**config.mk**
```make
export PLATFORM = sky130hd
export DESIGN_NAME = fetch_stage
export DESIGN_NICKNAME = d
export VERILOG_FILES = /design/src/rtl/fetch_pkg.sv /design/src/rtl/fetch_stage_if_id_register.sv /design/src/rtl/fetch_stage.sv
export SDC_FILE = /design/constraint.sdc
export NUM_CORES = 1
export LEC_CHECK = 0
export CAP_MARGIN = 20
export CELL_PAD_IN_SITES_DETAIL_PLACEMENT = 0
export CELL_PAD_IN_SITES_GLOBAL_PLACEMENT = 1
export CORE_MARGIN = 3
export CORE_UTILIZATION = 30
export CTS_BUF_LIST = sky130_fd_sc_hd__clkbuf_8
export CTS_CLUSTER_SIZE = 10
export DETAILED_ROUTE_END_ITERATION = 6
export MAX_ROUTING_LAYER = met4
export PLACE_DENSITY_LB_ADDON = 0.12
export SYNTH_ARGS = -nofsm -noshare
export SYNTH_HDL_FRONTEND = slang
export SYNTH_SLANG_ARGS = --single-unit
```
**constraint.sdc**
```tcl
create_clock -name clk -period 1.97 [get_ports clk]
set_input_delay 0.2955 -clock clk [delete_from_list [all_inputs] [get_ports clk]]
set_output_delay 0.2955 -clock clk [all_outputs]
set_load 0.005 [all_outputs]
```
**src/rtl/fetch_pkg.sv**
```systemverilog
// Shared fetch/decode types: instruction and PC widths, bubble encoding,
// fetch FSM states and the IF/ID pipeline register layout.
package fetch_pkg;

    localparam int INSTR_W = 20;
    localparam int PC_W    = 15;

    localparam logic [INSTR_W-1:0] NOP_INSTR = 20'h00000;

    typedef enum logic {
        BOOT = 1'b0,
        RUN  = 1'b1
    } fetch_state_t;

    typedef struct packed {
        logic [INSTR_W-1:0] instr;
        logic [PC_W-1:0]    pc;
        logic [PC_W-1:0]    pc_plus1;
        logic               valid;
    } if_id_t;

endpackage

```
**src/rtl/fetch_stage_if_id_register.sv**
```systemverilog
// IF/ID pipeline register: flush loads a bubble and takes priority over stall.
module if_id_register
    import fetch_pkg::*;
#(
    parameter logic [INSTR_W-1:0] BUBBLE_INSTR = NOP_INSTR
) (
    input  logic   clk,
    input  logic   reset,
    input  logic   flush,
    input  logic   stall,
    input  if_id_t d,
    output if_id_t q
);

    localparam if_id_t BUBBLE = '{
        instr:    BUBBLE_INSTR,
        pc:       '0,
        pc_plus1: '0,
        valid:    1'b0
    };

    always_ff @(posedge clk or negedge reset) begin
        if (!reset) begin
            q <= BUBBLE;
        end else if (flush) begin
            q <= BUBBLE;
        end else if (!stall) begin
            q <= d;
        end
    end

endmodule

```
**src/rtl/fetch_stage.sv**
```systemverilog
// Fetch stage: program counter, synchronous-ROM addressing, IF/ID register
// and a saturating count of instructions delivered to decode.
module fetch_stage #(
    parameter int                 INSTR_W   = fetch_pkg::INSTR_W,
    parameter int                 PC_W      = fetch_pkg::PC_W,
    parameter logic [PC_W-1:0]    RESET_PC  = 15'h0000,
    parameter logic [INSTR_W-1:0] NOP_INSTR = fetch_pkg::NOP_INSTR,
    parameter int                 CNT_W     = 16
) (
    input  logic               clk,
    input  logic               reset,
    input  logic               StallF,
    input  logic               StallD,
    input  logic               FlushD,
    input  logic               PCSrcE,
    input  logic [PC_W-1:0]    PCTargetE,
    output logic [PC_W-1:0]    imem_addr,
    input  logic [INSTR_W-1:0] imem_rdata,
    output logic [INSTR_W-1:0] InstrD,
    output logic [PC_W-1:0]    PCD,
    output logic [PC_W-1:0]    PCPlus1D,
    output logic               ValidD,
    output logic [CNT_W-1:0]   fetch_count
);

    import fetch_pkg::*;

    fetch_state_t    state, state_next;
    logic [PC_W-1:0] pc_f, pc_next;
    logic            boot_flush, flush, load_valid;
    logic [CNT_W-1:0] count;
    if_id_t          if_id_d, if_id_q;

    always_ff @(posedge clk or negedge reset) begin
        if (!reset) begin
            state <= BOOT;
        end else begin
            state <= state_next;
        end
    end

    always_comb begin
        state_next = RUN;
        case (state)
            BOOT:    state_next = RUN;
            RUN:     state_next = RUN;
            default: state_next = RUN;
        endcase
    end

    // The ROM is always addressed with the PC that will be current after the
    // edge, so its registered output lines up with pc_f without a skid buffer.
    always_comb begin
        pc_next    = pc_f;
        imem_addr  = RESET_PC;
        boot_flush = 1'b1;
        if (state == RUN) begin
            boot_flush = 1'b0;
            if (PCSrcE) begin
                pc_next = PCTargetE;
            end else if (StallF) begin
                pc_next = pc_f;
            end else begin
                pc_next = pc_f + 1'b1;
            end
            imem_addr = pc_next;
        end
    end

    always_ff @(posedge clk or negedge reset) begin
        if (!reset) begin
            pc_f <= RESET_PC;
        end else begin
            pc_f <= pc_next;
        end
    end

    assign flush      = FlushD || boot_flush;
    assign load_valid = !flush && !StallD;

    always_comb begin
        if_id_d.instr    = imem_rdata;
        if_id_d.pc       = pc_f;
        if_id_d.pc_plus1 = pc_f + 1'b1;
        if_id_d.valid    = 1'b1;
    end

    if_id_register #(
        .BUBBLE_INSTR (NOP_INSTR)
    ) u_if_id (
        .clk   (clk),
        .reset (reset),
        .flush (flush),
        .stall (StallD),
        .d     (if_id_d),
        .q     (if_id_q)
    );

    always_ff @(posedge clk or negedge reset) begin
        if (!reset) begin
            count <= '0;
        end else if (load_valid && (count != '1)) begin
            count <= count + 1'b1;
        end
    end

    assign InstrD      = if_id_q.instr;
    assign PCD         = if_id_q.pc;
    assign PCPlus1D    = if_id_q.pc_plus1;
    assign ValidD      = if_id_q.valid;
    assign fetch_count = count;

endmodule

```
## Word level (Yosys, flattened, before mapping)

Index checks and enable logic that the tools add are counted.

| cells by class | value |
|---|---|
| add/sub/neg operators | 2 |
| equal/unequal tests | 2 |
| muxes and demuxes | 6 |
| reductions and logical operators | 5 |

Operators by type and width:

| operator | count |
|---|---|
| two-way mux 51 bit | 2 |
| two-way mux 15 bit | 3 |
| adder 16 x 1 -> 16 bit, second input constant | 1 |
| != test 16 bit, second input constant | 1 |
| adder 15 x 1 -> 15 bit, second input constant | 1 |
| logical AND 1 bit | 2 |
| zero test 1 bit | 2 |
| != test 2 x 1 -> 1 bit, second input constant | 1 |
| logical OR 1 bit | 1 |
| two-way mux 1 bit | 1 |

| word-level totals | value |
|---|---|
| register bits after elaboration | 83 |
| bits of input ports | 41 |
| output and inout port bits | 82 |
| logic and storage cells | 22 |

## Depth between registers and ports, before layout

| depth | value |
|---|---|
| depth after elaboration | 5 |
| depth in mapped cells | 6 |

## By module

From an unflattened synthesis, not the netlist that was laid out.

| second synthesis, totals | value |
|---|---|
| cell total of the unflattened synthesis | 445 |
| area total of the unflattened synthesis | 4,556.9 µm² |

Modules (own cells, without submodules):

| module | instances | cells each | area an instance (µm²) | sequential area each (µm²) |
|---|---|---|---|---|
| fetch_stage | 1 | 280 | 2,468.6 | 800.8 |
| if_id_register | 1 | 165 | 2,088.3 | 1,276.2 |

## Worst setup path after synthesis

OpenSTA, ideal clock, no wires.

| timing | value |
|---|---|
| path kind | register to register |
| from | register count[0] (netlist: fetch_count[0]) |
| to | register count[1] (netlist: fetch_count[1]) |
| setup time | 125 ps |
| data arrival time | 1,737 ps |
| data required time | 1,845 ps |
| path slack | 107 ps |
| stages on the path, launching flop included | 6 |
| buffers on the path | 0 |
| path through | dfrtp_1 ha_1 nand3_2 or4_4 and2_4 mux2_4 |

| on the way | value |
|---|---|
| cells in the longest elaborated chain, start to end | 2 |
| elaborated cells between the ends (all ways) | 3 |

RTL lines:

| item | line | RTL |
|---|---|---|
| start, declared | fetch_stage.sv:31 | `logic [CNT_W-1:0] count;` |
| start signal, assigned | fetch_stage.sv:103 | `count <= count + 1'b1;` |
| branches (longest 2 deep; another with adder 16 x 1 -> 16 bit) | -- |  |

Parallel ways; which one is timed is not known.
A chain may end at the register's enable or synchronous reset.

## Worst setup path after layout

| timing | value |
|---|---|
| from | register pc_f[1] |
| to | output imem_addr[10] |

| on the way | value |
|---|---|
| cells in the longest elaborated chain, start to end | 4 |

RTL lines:

| item | line | RTL |
|---|---|---|
| start, declared | fetch_stage.sv:29 | `logic [PC_W-1:0] pc_f, pc_next;` |
| start signal, assigned | fetch_stage.sv:74 | `pc_f <= pc_next;` |
| adder 15 x 1 -> 15 bit | fetch_stage.sv:64 | `pc_next = pc_f + 1'b1;` |
| two-way mux 15 bit | fetch_stage.sv:61 | `end else if (StallF) begin` |
| two-way mux 15 bit | fetch_stage.sv:59 | `if (PCSrcE) begin` |
| two-way mux 15 bit | fetch_stage.sv:57 | `if (state == RUN) begin` |
| end, declared | fetch_stage.sv:17 | `output logic [PC_W-1:0] imem_addr,` |

No other way between the ends.

==> flow_summary.yaml <==
outcome:
  status: "finished with violations"
  violations: "setup timing"
sta:
  setup_viol: 11
  period_share_pct: 118
  hold_viol: 0
  fin_crit_ns: 2.33
  slew_viol_final: 0
  fmax_ghz: 0.430
  fin_skew_ns: 0.0118
  max_slew_margin_pct: 66.3
  worst_pin_slew_ns: 0.506
  rsz0062_at_grt: "true"
  setup_ws_ns: -0.357
  hold_slack_ns: 0.433
clock_network:
  clkSlewWorstSetupHoldPaths_ns: 0.08
  h-tree-depth: 3
  cts.sinks: 83
  cts_buffers: 9
  root_buffer: "clkbuf_8"
  cts_tree: "built"
  insertion_delay_ns: 0.37
  cts_buffer_depth: 2
detailed_routing:
  routed_wl_um: 13500
  drt-initial-drc-count: 162
  routedWlPerCell_um: 16.4
  vias: 4003
  met3_length_um: 743
  ant_nets: 0
  highest_layer: "met4"
  drt_first_pass_iters: 4
  wl_met2_um: 6430
  wl_met1_um: 6090
  routed_via_density: 4.86
  drc: 0
floorplanning:
  die_x_um: 125
  die_h_um: 125
  core.rowCount: 42
  start_util_pct: 31.3
  core_um2: 13600
  pin_count: 123
  die-area_um2: 15600
synthesis:
  synthTopCellsByArea: "dfrtp_1 (49%), a22o_1 (8.3%), xnor2_1 (5.6%), o21ai_0 (3.7%), nand2_1 (3.4%)"
  synthDistinctLibCells: 56
  synth_top_cells_by_count: "dfrtp_1 (83), a22o_1 (40), nand2_1 (38)"
  syn_avg_cell_area_um2: 10.1
  synth_edf_count: 0
  netlist_area_um2: 4250
  postSynthCellCount: 420
  synth-seq-area-share_pct: 48.9
  yosysTopAreaCellShare_pct: 48.9
  async_flop_share_pct: 100
  synth-seq-cells: 83
  synth_largest_area_cell: "dfrtp_1"
  synth-main-ff-cell: "dfrtp_1"
  syn-num-nets: 463
  synth_warnings: 0
  yosysMostFrequentCell: "dfrtp_1"
placed_design:
  place.port_buffers: 122
  gp_congestion: 0.887
  hpwl_um: 9810
  place_ws_ns: -0.529
power:
  combinationalPowerShare_pct: 28.8
  power_switching_mw: 1.38
  powerDensity_nw_per_um2: 704
  ir_drop_uv: 435
  power.total_mw: 4.90
  seqPwrFrac_pct: 40.6
  p_clk_share_pct: 30.7
  switching_share_pct: 28.2
  leakagePower_nw: 3.12
  internal-power_mw: 3.52
setup_path:
  slowest_delay_ns: 0.43
  arrival_ns: 2.03
  start_kind: "register"
  slowest_stage: "or4_4"
  endpoint_kind: "output pin"
  crit_chain: "ha_4, nand4_1, buf_4, or4_4, xor2_1, a21oi_1, buf_2"
  path_max_fanout: 2
  critical_path_class: "reg -> out"
  crit_required_ns: 1.67
final_layout:
  drive_above_1_share_pct: 30.4
  diodes: 0
  syn2layout_area_growth_pct: 64.1
  nets: 687
global_route:
  antenna_found_initial: 0
  grt_pass1_vias: 4120
  grt_pass1_wl_um: 22100
  grt_max_degree: 50
  grt-ovfl-total: 0
  grt.total_usage_pct: 17.9
hold_path:
  hp-class: "in -> async"
job:
  max_cap_violations: 0
[area by class of cell]
cell class                 count  area (µm²)
fill                        1293        6590
clock inverter                 5         103
inverter                       5        18.8
clock buffer                  10         138
sequential                    83        2080
tap                          176         220
timing repair buffer         249        2220
multi-input combinational    296        2180
[state kept, by name, indices dropped and copies added, names as in the netlist]
name         flops
u_if_id.q       51
fetch_count     16
pc_f            15
state            1
[layer usage]
layer	vias to the layer above	track usage [%]
met5	-	-
met4	0	5.10
met3	22	5.29
met2	99	27.7
met1	1919	23.1
li1	1963	-
[power by group through the flow]
stage / Sequential (mW) / Clock, mW / Combinational [mW]
2_1_floorplan: 1.99 / 0 / 0.525
4_1_cts: 1.99 / 1.57 / 1.38
3_5_place_dp: 2.02 / 0 / 1.26
3_3_place_gp: 2.01 / 0 / 1.24
5_1_grt: 2.02 / 1.63 / 1.54
6_report: 1.99 / 1.50 / 1.41
[per-stage QoR]
step	util (%)	area (µm²)	TNS (ns)	instances
finish	51.4	6970	-2.13	824
global route	51.4	6970	-3.43	824
CTS	50.8	6890	-2.71	816
detailed placement	45.9	6220	-6.15	768
global placement	45.9	6220	-5.95	768
floorplan	-	4250	0	420
[cells in the final DEF (no fill, tap or decap), drive strengths merged, types with 2 or more instances in the layout]
master / n
nand2: 38
mux2i: 8
xor2: 6
nand4: 10
nor4: 6
a22o: 40
a31oi: 3
and4: 2
and3: 10
or4: 2
inv: 6
a21oi: 15
nor2: 14
nand3: 12
nor3b: 3
clkbuf: 11
nor2b: 4
ha: 2
nand3b: 2
a211oi: 5
mux2: 4
nor3: 19
nand2b: 10
clkdlybuf4s50: 106
dfrtp: 83
buf: 141
xnor2: 27
o41ai: 3
o21ai: 31
bufinv: 3
and2: 6
[logic make-up after synthesis]
kind of cell,count (synthesis),synth area share [%]
flops,83,48.9
fa+ha+maj,2,0.589
other cells,1,0.0883
mux,12,3.04
compound gates,105,17.1
xor+xnor,33,6.81
buf+inv,41,4.04
simple gates,143,19.4
[critical path, delay by kind of cell (launching register included)]
family / cells / cell delay [ns]
and+or+nand+nor: 2 / 0.55
DFF: 1 / 0.40
buffers and inverters: 2 / 0.30
adders and majority gates: 1 / 0.15
xor gates and xnor gates: 1 / 0.15
AOI/OAI and AO/OA: 1 / 0.12
[final timing paths]
check	endpoint	cells past startpoint	slack (ns)	start
min	pc_f[13]$_DFFE_PN0P_	2	0.43	reset
max reg2reg	pc_f[12]$_DFFE_PN0P_	11	0.07	pc_f[1]$_DFFE_PN0P_
min in group clk	u_if_id.q[12]$_DFFE_PN0P_	2	0.48	u_if_id.q[12]$_DFFE_PN0P_
min reg2reg	u_if_id.q[12]$_DFFE_PN0P_	2	0.48	u_if_id.q[12]$_DFFE_PN0P_
max in group asynchronous	state$_DFF_PN0_	3	0.90	reset
max	imem_addr[10]	7	-0.36	pc_f[1]$_DFFE_PN0P_
[repair_timing]
item	in CTS	in global routing
setup endpoints to repair	15	17
gates resized for setup	101	19
buffers inserted	33	11
pin swaps	27	20
cloned	0	0
hold buffers	1	0
hold endpoints to repair	34	0
Power figures use the tool's default switching activity.
==> patch 1: new RTL, config.mk and constraints unchanged <==
Set the parameter `CNT_W` to 32 (it was 16).
--- a/src/rtl/fetch_stage.sv
+++ b/src/rtl/fetch_stage.sv
@@ -5,7 +5,7 @@
     parameter int                 PC_W      = fetch_pkg::PC_W,
     parameter logic [PC_W-1:0]    RESET_PC  = 15'h0000,
     parameter logic [INSTR_W-1:0] NOP_INSTR = fetch_pkg::NOP_INSTR,
-    parameter int                 CNT_W     = 16
+    parameter int                 CNT_W     = 32
 ) (
     input  logic               clk,
     input  logic               reset,
Interface: changed (resized fetch_count); port bits go from 123 to 139. No check against the original RTL was run, so the function may have changed too.
==> patch 1 against the unedited design <==
- non-clock buffer count rose by 22
- cell area rose by 12%
- sequential cell count rose by 16
- wire length rose by 14%
- the flow still finishes with violations (setup timing)
- maximum frequency rose by 0.97%
- worst setup slack improved by 0.022 ns
- critical path type unchanged
- synthesized area rose by 13%
- power rose by 0.15%
- sequential power rose by 14%
==> patch 1: results (changes against the unedited design) <==
Setup path
  • Critical-path maximum fanout: 3 (+1)
  • CP top delay family: flip-flops
  • CP startpoint: pc_f[0]$_DFFE_PN0P_
  • Slowest cell on crit path: dfrtp_1
  • Register-to-Register Path Depth: 6 (-5)

STA
  • Clk_skew: 0.00976 ns (-0.00209 ns)
  • Fin worst setup slack: -0.335 ns (+0.0224 ns)
  • Total negative setup slack: -3.08 ns (-0.950 ns)
  • Final hold slack: 0.459 ns (+0.0265 ns)
  • Final setup violation count: 13 (+2)

Global route
  • Gr usage total: 0.186 (+0.00622)
  • Number of global-route vias before repair: 4,846 (+18%)
  • First-pass GRT wire length: 25,700 um (+16%)

Outcome
  • Outcome: finished with violations
  • Failing checks: setup timing

Power
  • Clk power: 1.38 mW (-8%)
  • Sw Share: 0.289 (+0.00697)
  • PD cells: 627 mW/mm^2 (-11%)

Synthesis
  • Post-synthesis mux area share: 0.00858 (-0.0218)
  • Area contributors post-synth: dfrtp_1 (51%), xnor2_1 (7.3%), a22o_1 (7.1%)
  • Net count after synthesis: 516 (+11%)
  • Register area share after synthesis: 0.515 (+0.0253)
  • Library cells used by synthesis: 47 (-16%)

Placed design
  • Port Buffer Count: 138 (+13%)
  • Detailed Place HPWL: 10,800 um (+10%)
  • Final RePlAce weighted congestion: 0.855 (-3.6%)

Finish
  • Share of post-route cells with drive strength above 1: 0.288 (-0.0156)
  • Final nets: 767 (+12%)
## patch 1: cell types whose count changed in the layout (fill, tap and decap cells not counted), moves of 6 or more
| cell | change |
|---|---|
| buf_4 | +12 |
| dfrtp_1 | +19 |
| xnor2_2 | +6 |
| clkdlybuf4s50_1 | +15 |
| xor2_1 | +9 |
| nor3_1 | -9 |
| xnor2_1 | +7 |
| nand4_1 | +7 |
| nor2_1 | +14 |
## patch 1: routing by layer
layer  vias up  share of wire  global-route usage
li1       2200              -                   -
met1      2254           0.45               0.243
met2       129           0.49               0.296
met3        15          0.048              0.0285
met4         0          0.014              0.0624
met5         -              0                   -
## patch 1: layout make-up
type | count | area (um^2)
fillers | 1430 | 7600
repair buffers | 271 | 2390
multi-input cells | 333 | 2450
clock inverters | 5 | 62.6
flip-flops and latches | 99 | 2480
inverters | 10 | 37.5
well taps | 211 | 264
clock buffers | 10 | 138
==> patch 2: new RTL, config.mk and constraints unchanged <==
Without the edit above. Put one more register stage on the output `fetch_count`. The value now appears one clock later. The other outputs are not delayed to match.
--- a/src/rtl/fetch_stage.sv
+++ b/src/rtl/fetch_stage.sv
@@ -108,7 +108,9 @@
     assign PCD         = if_id_q.pc;
     assign PCPlus1D    = if_id_q.pc_plus1;
     assign ValidD      = if_id_q.valid;
-    assign fetch_count = count;
+    always_ff @(posedge clk) begin
+        fetch_count <= count;
+    end
 
 endmodule
 
Check against the original RTL: not equivalent (a bounded check fails within 4 cycles, from zero or initial values and one cycle with reset low).
==> patch 2 against the unedited design <==
- worst setup slack improved by 0.18 ns
- sequential cell count up 16
- highest routed layer unchanged
- power is 3.1% higher
- first-iteration DRC count is 40% higher
- global-route usage down 1.3 points
- wire length fell by 1.8%
- the flow still finishes with violations (setup timing)
- combinational power fell by 14%
- largest cell class is now sequential cells
- cell count is 0.73% lower
- cell area grew 2.0%
- synthesized area increased by 6.7%
- non-clock buffer count fell by 21
- count of clock-buffer cells in the layout did not move
- register-to-register slack improved by 0.09 ns
==> patch 2: results (changes against the unedited design) <==
Global route
  • Number of global-route vias before repair: 4,001 (-2.9%)
  • Largest net degree at the start of global routing: 34 (-32%)
  • Gr usage total: 0.167 (-0.0127)
  • First-pass GRT wire length: 21,300 um (-3.5%)

Synthesis
  • Async set-reset flop share out of synthesis: 0.838 (-0.162)
  • Gate Count Post-Synth: 429 (+2.1%)
  • Area contributors post-synth: dfrtp_1 (46%), a22o_1 (8.3%), dfxtp_1 (7.1%)
  • Synth Area in Compound Gates: 0.180 (+0.00910)
  • Synth Area in Adders: 0.00552 (-0.000371)
  • Post-synthesis mux area share: 0.0116 (-0.0188)
  • Library cells used by synthesis: 51 (-8.9%)
  • Top cells by count, synth: dfrtp_1 (83), a22o_1 (43), nand2_1 (36), o21ai_0 (36), xnor2_1 (32)
  • Xor and xnor area share after synthesis: 0.0715 (+0.00345)
  • Net count after synthesis: 472 (+1.9%)
  • Register area share after synthesis: 0.529 (+0.0399)

STA
  • Total negative setup slack: -1.35 ns (+0.781 ns)
  • Clk_skew: 0.0136 ns (+0.00171 ns)
  • Fin worst setup slack: -0.177 ns (+0.180 ns)
  • Final hold slack: 0.321 ns (-0.112 ns)
  • Final setup violation count: 11 (unchanged)

Placed design
  • Detailed Place HPWL: 9690 um (-1.2%)
  • Dpl cells: 776 (+1.0%)
  • Post-DP Area: 0.00645 mm^2 (+3.7%)
  • Setup WS pre-CTS: -0.616 ns (-0.0876 ns)
  • Final RePlAce weighted congestion: 0.778 (-12%)

Setup path
  • Critical Path AT: 1.85 ns (-0.18 ns)
  • Reg2reg start: state$_DFF_PN0_
  • CP startpoint: pc_f[3]$_DFFE_PN0P_
  • Critical-path maximum fanout: 5 (+3)
  • Register-to-Register Path Depth: 4 (-7)
  • Reg2reg setup slack: 0.16 ns (+0.09 ns)
  • Slowest cell on crit path: dfrtp_1
  • CP peak stage delay: 0.41 ns (-0.02 ns)
  • Worst r2r dst: count[14]$_DFFE_PN0P_

Clock tree
  • Setup Buffers After CTS: 21 (-36%)
  • Clock-pin slew on the worst setup and hold paths: 0.10 ns (+0.02 ns)
  • Clk root buf: clkbuf_8

Finish
  • Finished Layout Cells: 818 (-0.73%)
  • Filler cell count: 1,371 (+6.0%)
  • Share of post-route cells with drive strength above 1: 0.270 (-0.0343)
  • Final nets: 672 (-2.2%)

Outcome
  • Outcome: finished with violations
  • Failing checks: setup timing

Route
  • Total number of vias: 3,985 (-0.45%)
  • Routed wire per std cell: 16.2 um (-1.1%)
  • Initial drt markers: 227 (+40%)

Power
  • Peak supply drop: 0.354 mV (-19%)
  • Leak: 3.12 nW (-0.10%)
==> patch 2: changes by cell type after synthesis, sizes merged, moves of 3 or more <==
cell | unedited run | this run
dfxtp | 0 | 16
mux2i | 8 | 3
o21ai | 31 | 36
xnor2 | 27 | 32
buf | 14 | 18
nand2b | 10 | 6
a22o | 40 | 43
and2 | 6 | 3
nor3 | 19 | 16
o211ai | 0 | 3
==> patch 2: layer usage <==
metal,routed length [um],track usage
met5,0,-
met4,175,0.0463
met3,533,0.0295
met2,6250,0.258
met1,6320,0.226
==> patch 2: layout make-up <==
cell class              count  area (um^2)  area share
flip-flops and latches     99         2400       0.338
multi-input cells         287         2150       0.302
repair buffers            228         2090       0.294
well taps                 184          230      0.0324
clock buffers              10          138      0.0194
clock inverters             6         87.6      0.0123
inverters                   4         15.0     0.00211
==> patch 2: power breakdown <==
part           internal (mW)  switching [mW]
registers               2.20           0.164
clock network          0.754           0.720
logic                  0.692           0.523
